===== src/rtl/uart_rx_byte.sv =====
// 8N1 serial byte receiver with mid-bit sampling; feeds an enabled holding register
// through data/valid and flags a low stop bit on frame_err.
module uart_rx_byte #(
    parameter int unsigned CLKS_PER_BIT = 868,
    parameter int unsigned CNT_W        = $clog2(CLKS_PER_BIT)
) (
    input  logic       clk,
    input  logic       rst_n,
    input  logic       rx,
    output logic [7:0] data,
    output logic       valid,
    output logic       frame_err,
    output logic       busy
);

    localparam logic [CNT_W-1:0] FULL = CNT_W'(CLKS_PER_BIT - 1);
    localparam logic [CNT_W-1:0] HALF = CNT_W'((CLKS_PER_BIT - 1) / 2);

    typedef enum logic [2:0] {IDLE, START, DATA, STOP, BREAK} state_t;

    state_t           state, state_n;
    logic             rx_meta, rx_s;
    logic [1:0]       warm;
    logic             primed, seen_high;
    logic [CNT_W-1:0] cnt, cnt_n;
    logic [2:0]       idx, idx_n;
    logic [7:0]       shift, shift_n;
    logic [7:0]       data_n;
    logic             valid_n, frame_err_n, busy_n;

    // Two-flop synchronizer plus a warm-up marker so the line is judged only once rx_s is real.
    always_ff @(posedge clk or negedge rst_n) begin
        if (!rst_n) begin
            rx_meta   <= 1'b1;
            rx_s      <= 1'b1;
            warm      <= 2'b00;
            seen_high <= 1'b0;
        end else begin
            rx_meta <= rx;
            rx_s    <= rx_meta;
            warm    <= {warm[0], 1'b1};
            if (primed && rx_s) seen_high <= 1'b1;
        end
    end

    assign primed = warm[1];

    always_ff @(posedge clk or negedge rst_n) begin
        if (!rst_n) state <= IDLE;
        else        state <= state_n;
    end

    // A line found low before it has ever been seen high after reset is parked in BREAK.
    always_comb begin
        state_n = state;
        unique case (state)
            IDLE:  if (primed && !rx_s) state_n = seen_high ? START : BREAK;
            START: if (cnt == HALF)     state_n = rx_s ? IDLE : DATA;
            DATA:  if (cnt == FULL && idx == 3'd7) state_n = STOP;
            STOP:  if (cnt == FULL)     state_n = rx_s ? IDLE : BREAK;
            BREAK: if (rx_s)            state_n = IDLE;
            default:                    state_n = IDLE;
        endcase
    end

    always_comb begin
        cnt_n       = cnt + CNT_W'(1);
        idx_n       = idx;
        shift_n     = shift;
        data_n      = data;
        valid_n     = 1'b0;
        frame_err_n = 1'b0;
        busy_n      = (state_n != IDLE);
        unique case (state)
            IDLE:  cnt_n = '0;
            START: if (cnt == HALF) begin
                cnt_n = '0;
                idx_n = 3'd0;
            end
            DATA:  if (cnt == FULL) begin
                cnt_n        = '0;
                shift_n[idx] = rx_s;
                idx_n        = idx + 3'd1;
            end
            STOP:  if (cnt == FULL) begin
                cnt_n = '0;
                if (rx_s) begin
                    data_n  = shift;
                    valid_n = 1'b1;
                end else begin
                    frame_err_n = 1'b1;
                end
            end
            BREAK: cnt_n = '0;
            default: cnt_n = '0;
        endcase
    end

    always_ff @(posedge clk or negedge rst_n) begin
        if (!rst_n) begin
            cnt       <= '0;
            idx       <= 3'd0;
            shift     <= 8'h00;
            data      <= 8'h00;
            valid     <= 1'b0;
            frame_err <= 1'b0;
            busy      <= 1'b0;
        end else begin
            cnt       <= cnt_n;
            idx       <= idx_n;
            shift     <= shift_n;
            data      <= data_n;
            valid     <= valid_n;
            frame_err <= frame_err_n;
            busy      <= busy_n;
        end
    end

endmodule


===== config.mk =====
export PLATFORM = sky130hd
export DESIGN_NAME = uart_rx_byte
export DESIGN_NICKNAME = d
export VERILOG_FILES = /design/src/rtl/uart_rx_byte.sv
export SDC_FILE = /design/constraint.sdc
export NUM_CORES = 1
export LEC_CHECK = 0
export ABC_AREA = 1
export BUFFER_PORTS_ARGS = -buffer_cell sky130_fd_sc_hd__buf_2
export CORE_MARGIN = 5
export CORE_UTILIZATION = 30
export CTS_CLUSTER_SIZE = 24
export DETAILED_ROUTE_END_ITERATION = 7
export PLACE_DENSITY = 0.45
export SLEW_MARGIN = 20
export SYNTH_ARGS = -nofsm -noshare
export SYNTH_HDL_FRONTEND = slang
export SYNTH_SLANG_ARGS = --single-unit

===== constraint.sdc =====
create_clock -name clk -period 1.45 [get_ports clk]
set_input_delay 0.435 -clock clk [delete_from_list [all_inputs] [get_ports clk]]
set_output_delay 0.435 -clock clk [all_outputs]
set_load 0.02 [all_outputs]

=== Word-level counts from Yosys, hierarchy flattened ===
Cells that the tools add are included.

* RAM bits: 0
* Bits in registers: 40
* Word-level logic and storage cells: 61
* Memories kept: 0
* Output and inout bits: 11
* ROM bits: 0
* Latch bits: 0

* Add/sub/neg operators: 2
* Shift operators: 0
* Bitwise operators: 0
* Div/mod/pow operators: 0
* Multiplexer cells: 24
* Order comparisons: 2
* Multipliers: 0
* Reductions and logical operators: 12
* Equal/unequal tests: 9

{| class="wikitable"
|+ Operators with widths
! cell !! count
|-
| $mux 3 || 9
|-
| $mux 10 || 2
|-
| $pmux 10 s2 || 1
|-
| $pmux 3 s5 || 1
|-
| $add 10x1->10 const B || 1
|-
| $eq 10x10->1 const B || 1
|-
| $eq 10x9->1 const B || 1
|-
| $bwmux 8 || 1
|-
| $mux 1 || 7
|-
| $eq 3x2->1 const B || 2
|-
| $eq 3x3->1 const B || 2
|-
| $pmux 3 s2 || 1
|-
| $reduce_and 3->1 || 2
|-
| $logic_and 1x1->1 || 4
|-
| $lt 3x4->1 const B || 1
|-
| $ne 2x2->1 const B || 2
|-
| $add 3x1->3 const B || 1
|-
| $demux 1 s3 || 1
|-
| $eq 3x1->1 const B || 1
|-
| $ge 3x1->1 const B || 1
|-
| $logic_not 3->1 || 1
|-
| $reduce_bool 3->1 || 1
|-
| $mux 2 || 1
|-
| $reduce_and 2->1 || 1
|-
| 3 further kinds || 3
|}

=== Depth between registers and ports, before layout ===
Gate-level depths: netlist (run 1).

* Depth in word-level cells: 5
* Depth in mapped cells: 10
* Gate-level depth less buffers: 10

=== Worst setup path after synthesis (run 1) ===
No wires, ideal clock.

* Kind: register -> register
* Start point: register cnt[0]
* End point: register data[4]
* Data arrival time: 1312 ps
* Slack: 20 ps
* Path buffers: 1
* Required time: 1332 ps
* Stages on the path, launching flop included: 8
* Period minus slack after synthesis: 1430 ps
* Path through: dfrtp_1 ha_1 nand2_2 nor3_4 nand4_4 buf_6 nand2_1 o21ai_2

* Word-level cells in the longest chain between the ends: 2

{| class="wikitable"
|+ RTL lines
! element !! line !! text
|-
| from (decl) || 25 || <nowiki>logic [CNT_W-1:0] cnt, cnt_n;</nowiki>
|-
| from (signal assigned) || 109 || <nowiki>cnt <= cnt_n;</nowiki>
|-
| $eq 10x10->1 || 85 || <nowiki>STOP: if (cnt == FULL) begin</nowiki>
|-
| $reduce_and 3->1 (no source line) || -- ||
|-
| to (signal assigned) || 112 || <nowiki>data <= data_n;</nowiki>
|-
| to (decl) || 10 || <nowiki>output logic [7:0] data,</nowiki>
|}

No other way between the ends.
A chain may end at the register's enable or synchronous reset.

=== Worst setup path after layout (run 1) ===
* Start point: register cnt[1]
* End point: register busy

* Word-level cells in the longest chain between the ends: 5

{| class="wikitable"
|+ RTL lines
! element !! line !! text
|-
| $eq 10x10->1 || 59, 60 ||
|-
| $logic_and 1x1->1 || 59 || <nowiki>DATA: if (cnt == FULL && idx == 3'd7) state_n = STOP;</nowiki>
|-
| $mux 3 || 59 ||
|-
| $pmux 3 s5 (*) || 56 || <nowiki>unique case (state)</nowiki>
|-
| $reduce_bool 3->1 (*) || 73 || <nowiki>busy_n = (state_n != IDLE);</nowiki>
|-
| net busy_n || 29 || <nowiki>logic valid_n, frame_err_n, busy_n;</nowiki>
|-
| to (signal assigned) || 115 || <nowiki>busy <= busy_n;</nowiki>
|-
| to (decl) || 13 || <nowiki>output logic busy</nowiki>
|}

Mark *: on every way through the listed nets, which the timed path passes. The rest lies on a longest branch.

==> flow_metrics.tcl, run 1 <==
set metrics [dict create \
    outcome "finished with violations" \
    violations "negative setup slack" \
    coreArea_sq_um 6350 \
    start_util 0.310 \
    synth-seq-area-share 0.510 \
    start_kind "flop" \
    maxSlewViolCount 0 \
    end_kind "flop" \
    min_path_type "in2async" \
    worstReg2RegEnd "busy" \
    synth_edf_count 0 \
    synth-seq-cells 40 \
    rows 29 \
    layout_common_cells "56 x nand2_1, 37 x dfrtp_1, 32 x inv_1" \
    grt_max_degree 19 \
    max_cap_violations 0 \
    placed_cell_area_sq_um 2280 \
    port_buffers 13 \
    pre_cts_slack_ns -0.0925 \
    cp_top_family "simple AND/OR/NAND/NOR gates" \
    syn_area_sq_um 1970 \
    hold_viol 0 \
    p_total_mw 3.02 \
    tritoncts "yes" \
    power_leakage_nw 1.36 \
    synth_cells 239 \
    fmax_mhz 670 \
    syn_avg_cell_area_sq_um 8.23 \
    ios 14 \
    post-route-period-util 1.03 \
    period_needed_ns 1.49 \
    dieArea_sq_um 8280 \
    wl_per_cell_microns 11.9 \
    cp_data_arrival_time_ns 1.67 \
    grt_pass1_wl_mm 7.16 \
    rsz0062_at_grt "true" \
    cpPeakStageDelay_ns 0.43 \
    power_density_nw_per_um2 1140 \
    setup_viol 3 \
    grt_pass1_vias 1515 \
    antenna_found_initial 0 \
    cp_data_required_time_ns 1.62 \
    cp_num_buf_inv 1 \
    gp_congestion 0.772 \
    final_common_cell "nand2_1" \
    synthTopCellsByArea "dfrtp_1 48%, nand2_1 14%, inv_1 6.7%, nor2_1 6.1%, dfstp_2 2.7%" \
    synth_fp_nets 246 \
    clock_latency_ns 0.29 \
    slowest_stage "dfrtp_1" \
    whs_ns 0.00707 \
    viasPerCell 4.40 \
    reg2reg_from "cnt[1]" \
    drive_above_1_share 0.382 \
    numClockSinks 40 \
    reg2reg_slack_ns -0.04 \
    crit_type "reg2reg" \
    grt.total_usage 0.107 \
    drc_errors 0 \
    synth_top_flop_cell "dfrtp_1" \
    post-dp-hpwl_mm 3.01 \
    cts_buffers 5 \
    yosysUniqueCellTypes 29 \
    synth_top_area_cell "dfrtp_1" \
    path_clk_slew_ns 0.08 \
    path_cells "inv_1 -> ha_2 -> nand2_2 -> nor2_2 -> nand3_2 -> nand2_4 -> nand3_4 -> nor2_4 -> nand3_1" \
    initialDrtViolationCount 45 \
    r2r_cells 9 \
    synthToLayoutAreaGrowth_pct 34.8 \
    worst-path-max-fanout 4 \
    root_buffer "clkbuf_8" \
    n_fill_cell 672 \
    hold_buffers 0 \
    die_x_microns 91.0 \
    crit_cells 9 \
    die_y_microns 91.0 \
    nNetsFinal 294 \
    yosys.area.top_type_share 0.483 \
    vdd_drop_max_mv 0.477 \
    grt-ovfl-total 0 \
    dr.pass1.iters 4 \
    async_flop_share 1.00 \
    ant_nets 0 \
    cts_max_level 2 \
    num_vias 1606 \
    yosysWarnings 0 \
    worst_slack_ns -0.0416 \
    final_cell_area_sq_um 2650 \
    cts_buffer_depth 2 \
    antenna_cells 0 \
    routed_wirelength_mm 4.36 \
    fin_skew_ns 0.00696 \
]
==> metal layers <==
metal | global-route usage | wire length (microns) | part of all wire
met1 | 0.144 | 2080 | 0.48
met2 | 0.169 | 2080 | 0.48
met3 | 0.0322 | 155 | 0.036
met4 | 0.0293 | 46 | 0.011
met5 | 0 | 0 | 0
==> state kept, by name, summed over array words and instances, names as in the netlist <==
register   cells
valid          1
rx_s           1
busy           1
frame_err      1
shift          8
cnt           10
state          3
idx            3
data           8
warm           2
rx_meta        1
seen_high      1
==> synthesized netlist by cell type (3+ instances only) <==
cell / instances
dfrtp_1: 38
ha_1: 4
inv_1: 35
inv_2: 4
nand2_1: 73
nand2_2: 4
nand3_1: 7
nand4_1: 4
nor2_1: 32
nor3_1: 3
o21ai_0: 7
o21ai_1: 4
o21ai_2: 4
==> report_power, final <==
group	internal (mW)	total, mW	switching, mW
logic	0.450	0.999	0.549
clock network	0.338	0.724	0.386
registers	1.21	1.30	0.0853
total	2.00	3.02	1.02
==> worst max path at each step <==
stage / start / end / slack [ns]
floorplan: cnt[0] / data[4] / 0.02
global placement: cnt[0] / data[1] / -0.08
detailed placement: cnt[0] / data[5] / -0.09
CTS: cnt[0] / data[3] / 0.006
global route: cnt[1] / busy / -0.14
finish: cnt[1] / busy / -0.04
==> cells by family (layout without fill, tap and decap cells) <==
group / count (synthesis) / after routing / share of synthesized area
XOR/XNOR: 3 / 3 / 0.0134
flip-flops: 40 / 40 / 0.510
AO/OA/AOI/OAI: 17 / 17 / 0.0553
buffers and inverters: 40 / 88 / 0.0801
adder cells (fa/ha/maj): 4 / 4 / 0.0254
AND/OR/NAND/NOR: 134 / 135 / 0.314
other: 1 / 1 / 0.00191
==> repair_timing <==
| item | 4_1_cts | 5_1_grt |
|---|---|---|
| pin swaps | 4 | 23 |
| setup endpoints to repair | 28 | 35 |
| cloned | 1 | 0 |
| buffers inserted | 2 | 7 |
| gates resized for setup | 9 | 57 |
==> worst register-to-register path, cell delays in order, from the launching register on <==
cell and delay [ns]:
dfrtp_1 0.43, inv_1 0.08, ha_2 0.18, nand2_2 0.05, nor2_2 0.11, nand3_2 0.11
nand2_4 0.13, nand3_4 0.09, nor2_4 0.12, nand3_1 0.08
==> layout make-up <==
cell class | instances | area, sq um | area share
clock buffer | 7 | 76.3 | 0.0288
clock inverter | 1 | 5.00 | 0.00189
inverter | 39 | 160 | 0.0603
multi-input combinational | 160 | 1010 | 0.381
sequential | 40 | 1000 | 0.379
tap | 77 | 96.3 | 0.0363
timing repair buffer | 41 | 299 | 0.113
==> metrics by stage <==
step           setup TNS [ns]  instances  utilization
6_report              -0.0771        365        0.418
3_3_place_gp           -0.675        348        0.359
3_5_place_dp            -1.00        348        0.359
4_1_cts                     0        359        0.381
2_1_floorplan               0        239            -
5_1_grt                 -2.04        365        0.418
(Power assumes the default switching activity.)
==> run 2, diff against run 1 <==
--- a/config.mk
+++ b/config.mk
@@ -7,11 +7,12 @@
 export LEC_CHECK = 0
 export ABC_AREA = 1
 export BUFFER_PORTS_ARGS = -buffer_cell sky130_fd_sc_hd__buf_2
+export CORE_ASPECT_RATIO = 2
 export CORE_MARGIN = 5
 export CORE_UTILIZATION = 30
 export CTS_CLUSTER_SIZE = 24
 export DETAILED_ROUTE_END_ITERATION = 7
-export PLACE_DENSITY = 0.45
+export PLACE_DENSITY = 0.43
 export SLEW_MARGIN = 20
 export SYNTH_ARGS = -nofsm -noshare
 export SYNTH_HDL_FRONTEND = slang
==> constraint.sdc (replaced) <==
create_clock -name clk -period 1.4 [get_ports clk]
set_input_delay 0.42 -clock clk [delete_from_list [all_inputs] [get_ports clk]]
set_output_delay 0.42 -clock clk [all_outputs]
set_load 0.02 [all_outputs]
==> flow_metrics.tcl, run 2 (same netlist as run 1, synthesis figures left out) <==
set metrics [dict create \
    fin_cells 376 \
    synthToLayoutAreaGrowth_pct 42.5 \
    coreArea_sq_um 6360 \
    die_y_microns 125 \
    fmax_mhz 699 \
    viasPerCell 4.31 \
    switchingPower_mw 1.15 \
    p_seq_frac 0.365 \
    crit_start "cnt[0]" \
    min_path_type "in2async" \
    antenna_cells 0 \
    placed_cells 364 \
    period_needed_ns 1.43 \
    hold_buffers 0 \
    grt_pass1_wl_mm 7.79 \
    end_kind "flop" \
    n_fill_cell 689 \
    dr.pass1.iters 4 \
    rsz0062_at_grt "true" \
    violations "negative setup slack" \
    vdd_drop_max_mv 0.740 \
    power_frac_clock 0.350 \
    fin_skew_ns 0.00458 \
    largest_register_ffs 10 \
    post-dp-hpwl_mm 3.53 \
    power_density_nw_per_um2 1320 \
    worst_slack_ns -0.0316 \
    start_util 0.309 \
    numClockSinks 40 \
    p_int_mw 2.57 \
    drive_above_1_share 0.428 \
    nNetsFinal 296 \
    gp_congestion 0.788 \
    cp_data_required_time_ns 1.57 \
    worst-path-max-fanout 4 \
    max_cap_violations 0 \
    post-route-period-util 1.02 \
    crit_type "reg2reg" \
    whs_ns 0.0414 \
    num_vias 1622 \
    root_buffer "clkbuf_16" \
    cts_max_level 2 \
    reg2reg_from "cnt[0]" \
    grt.total_usage 0.127 \
    routed_wirelength_mm 4.64 \
    cts_buffer_depth 2 \
    final_common_cell "nand2_1" \
    grt-ovfl-total 0 \
    maxSlewViolCount 0 \
    setup_viol 9 \
    initialDrtViolationCount 32 \
    cts_buffers 5 \
    power_leakage_nw 1.44 \
    layout_common_cells "49 x nand2_1, 35 x dfrtp_1, 31 x inv_1" \
    clock_latency_ns 0.28 \
    grt_pass1_vias 1731 \
    outcome "finished with violations" \
    die_x_microns 67.3 \
    cp_data_arrival_time_ns 1.60 \
    swShare 0.310 \
    reg_top3 "cnt (10), data (8), shift (8)" \
    antenna_found_initial 0 \
    port_buffers 13 \
    grt_max_degree 28 \
    start_kind "flop" \
    ios 14 \
    tritoncts "yes" \
    hold_viol 0 \
    p_comb_frac 0.286 \
    path_clk_slew_ns 0.06 \
    drc_errors 0 \
    ant_nets 0 \
    largest_register "cnt" \
    rows 41 \
    dieArea_sq_um 8380 \
    wl_per_cell_microns 12.3 \
]
run 2: cell types whose count changed in the layout (fill, tap and decap cells not counted), sizes merged:
cell,change
buf,+3
clkbuf,-1
bufinv,+1
nand4,-1
run 2: path summary, 6_finish.rpt:
path                                  to  depth (start not counted)  slack [ns]
worst max-delay path                busy                          8       -0.03
worst min-delay path              cnt[6]                          1        0.04
worst max register to register      busy                          8       -0.03
worst min register to register   warm[1]                          0        0.35
max in group asynchronous       state[2]                          2        0.88
min in group clk                 rx_meta                          1        0.23
run 2: final cells by class:
class,instances,area (sq um),share of cell area
clock inverters,2,35.0,0.0125
clock buffers,6,129,0.0459
repair buffers,44,330,0.118
inverters,39,158,0.0562
well taps,86,108,0.0384
flip-flops and latches,40,1010,0.359
multi-input cells,159,1040,0.370
run 2: through the flow:
| step | setup TNS (ns) | setup WS (ns) | power [mW] | util | cell area (sq um) |
|---|---|---|---|---|---|
| final | -0.0654 | -0.0316 | 3.72 | 0.441 | 2810 |
| after detailed placement | -1.57 | -0.145 | 2.15 | 0.369 | 2350 |
| after global placement | -0.917 | -0.111 | 2.13 | 0.369 | 2350 |
| after floorplan | 0 | 0.0429 | 1.79 | - | 1970 |
| after global routing | -2.36 | -0.129 | 3.92 | 0.441 | 2810 |
| after CTS | -0.402 | -0.0472 | 3.52 | 0.405 | 2580 |
run 2: layer usage:
metal / wire length (microns) / share of wire / vias up / track usage
li1: - / - / 834 / -
met1: 1560 / 0.34 / 755 / 0.111
met2: 2770 / 0.60 / 22 / 0.244
met3: 99 / 0.021 / 11 / 0.0244
met4: 209 / 0.045 / 0 / 0.0742
met5: 0 / 0 / - / 0
run 2: worst max-delay path, cell delays in order (launching register included):
cell and delay (ns):
dfrtp_2 0.41, ha_4 0.17, nand2_4 0.07, nor2_2 0.11
nand3_2 0.14, nand2_1 0.11, nand3_2 0.09, nor2_4 0.14
nand3_2 0.08
run 2: power groups by stage:
stage | Sequential (mW) | Combinational (mW) | Clock (mW)
CTS | 1.34 | 0.841 | 1.34
detailed placement | 1.35 | 0.801 | 0
floorplan | 1.37 | 0.421 | 0
finish | 1.35 | 1.06 | 1.30
global route | 1.37 | 1.17 | 1.38
global placement | 1.34 | 0.791 | 0
run 2: repair_timing:
| action | CTS | global route |
|---|---|---|
| setup endpoints to repair | 33 | 34 |
| pin swaps | 3 | 27 |
| buffers inserted | 3 | 1 |
| resized for setup | 10 | 69 |
==> run 3, diff against run 2 <==
--- a/config.mk
+++ b/config.mk
@@ -9,10 +9,11 @@
 export BUFFER_PORTS_ARGS = -buffer_cell sky130_fd_sc_hd__buf_2
 export CORE_ASPECT_RATIO = 2
 export CORE_MARGIN = 5
-export CORE_UTILIZATION = 30
+export CORE_UTILIZATION = 59
 export CTS_CLUSTER_SIZE = 24
 export DETAILED_ROUTE_END_ITERATION = 7
-export PLACE_DENSITY = 0.43
+export PLACE_DENSITY = 0.76
+export SKIP_CTS_REPAIR_TIMING = 1
 export SLEW_MARGIN = 20
 export SYNTH_ARGS = -nofsm -noshare
 export SYNTH_HDL_FRONTEND = slang
==> flow_metrics.tcl, run 3 (same netlist as run 1, synthesis figures left out) <==
set metrics [dict create \
    placed_cells 301 \
    coreArea_sq_um 3190 \
    reg_top3 "cnt (10), data (8), shift (8)" \
    fmax_mhz 679 \
    cts_max_level 2 \
    layout_common_cells "60 x nand2_1, 38 x dfrtp_1, 32 x inv_1" \
    initialDrtViolationCount 32 \
    p_total_mw 3.23 \
    dr.pass1.iters 4 \
    path_clk_slew_ns 0.08 \
    nNetsFinal 290 \
    crit_end "busy" \
    grt_pass1_wl_mm 6.54 \
    grt.total_usage 0.181 \
    num_vias 1649 \
    hold_viol 0 \
    wl_per_cell_microns 13.1 \
    viasPerCell 5.23 \
    crit_type "reg2reg" \
    port_buffers 13 \
    antenna_found_initial 0 \
    die_x_microns 50.8 \
    worst-path-max-fanout 4 \
    largest_register "cnt" \
    crit_start "cnt[0]" \
    r2r_cells 8 \
    tritoncts "yes" \
    post-dp-hpwl_mm 3.10 \
    rows 29 \
    met2_length_mm 2.54 \
    end_kind "flop" \
    reg2reg_slack_ns -0.07 \
    drc_errors 0 \
    ios 14 \
    cp_data_required_time_ns 1.59 \
    power_leakage_nw 1.35 \
    drt-met1-wl_mm 1.25 \
    vdd_drop_max_mv 1.23 \
    grt-ovfl-total 0 \
    fin_skew_ns 0.00619 \
    grt_pass1_vias 1661 \
    antenna_cells 0 \
    dieArea_sq_um 4660 \
    post-route-period-util 1.05 \
    grt_max_degree 28 \
    root_buffer "clkbuf_8" \
    gp_congestion 0.860 \
    worst_slack_ns -0.0719 \
    largest_register_ffs 10 \
    power_density_nw_per_um2 1260 \
    drive_above_1_share 0.373 \
    min_path_type "in2async" \
    cp_data_arrival_time_ns 1.66 \
    die_y_microns 91.7 \
    met3_length_microns 133 \
    synthToLayoutAreaGrowth_pct 30.3 \
    ant_nets 0 \
    start_util 0.616 \
    setup_viol 16 \
    numClockSinks 40 \
    start_kind "flop" \
    cts_buffers 5 \
    top_layer_used "met4" \
    reg2reg_from "cnt[0]" \
    outcome "finished with violations" \
    cts_buffer_depth 2 \
    rsz0062_at_grt "true" \
    maxSlewViolCount 0 \
    clock_latency_ns 0.30 \
    final_common_cell "nand2_1" \
    violations "negative setup slack" \
    fin_cells 315 \
    max_cap_violations 0 \
    routed_wirelength_mm 4.14 \
    worstReg2RegEnd "busy" \
    period_needed_ns 1.47 \
]
==> run 3: changes by cell type in the layout (fill, tap and decap cells not counted), moves of 3 or more <==
cell,before,now
nor2_2,4,7
buf_4,27,22
nand2_2,21,12
nand2_1,49,60
dfrtp_2,3,0
clkbuf_8,0,5
dfrtp_1,35,38
clkbuf_16,5,0
==> run 3: final cells by class <==
| class | instances | area, sq um |
|---|---|---|
| Clock buffer | 5 | 68.8 |
| Multi-Input combinational cell | 159 | 983 |
| Inverter | 39 | 151 |
| Sequential cell | 40 | 1000 |
| Tap cell | 31 | 38.8 |
| Timing Repair Buffer | 38 | 273 |
| Fill cell | 206 | 628 |
| Clock inverter | 3 | 46.3 |
==> run 3: per-stage QoR <==
| step | hold slack [ns] | area (sq um) | worst slack (ns) | utilization | TNS, ns |
|---|---|---|---|---|---|
| 3_3_place_gp | 0.334 | 2220 | -0.0581 | 0.695 | -0.421 |
| 2_1_floorplan | 0.124 | 1970 | 0.0429 | - | 0 |
| 4_1_cts | 0.0221 | 2330 | -0.125 | 0.731 | -2.21 |
| 6_report | 0.0215 | 2560 | -0.0719 | 0.803 | -0.371 |
| 3_5_place_dp | 0.341 | 2220 | -0.0995 | 0.695 | -1.62 |
| 5_1_grt | 0.0305 | 2560 | -0.179 | 0.803 | -3.41 |
==> run 3: critical path, stage by stage, from the launching register on <==
cell and delay, ns:
dfrtp_1 0.43, ha_4 0.19, nand2_4 0.07, nor2_2 0.10, nand3_2 0.13, nand2_1 0.14
nand3_2 0.10, nor2_4 0.14, nand3_2 0.07
==> run 3: worst min-delay path by stage <==
stage | start | slack (ns) | end
finish | rst_n | 0.02 | idx[2]
global route | rst_n | 0.03 | cnt[3]
CTS | rst_n | 0.02 | idx[2]
detailed placement | rst_n | 0.34 | idx[0]
global placement | warm[0] | 0.33 | warm[1]
floorplan | rst_n | 0.12 | busy
==> run 3: where the power goes <==
group | leakage [nW] | internal (mW) | total (mW) | switching (mW)
registers | 0.528 | 1.26 | 1.34 | 0.0805
logic | 0.773 | 0.383 | 0.950 | 0.568
clock network | 0.0548 | 0.536 | 0.946 | 0.410
==> run 3: per-layer routing <==
layer / vias to the layer above / GRT usage
li1: 826 / -
met1: 773 / 0.156
met3: 19 / 0.0325
met5: - / 0
met4: 0 / 0.119
met2: 31 / 0.344
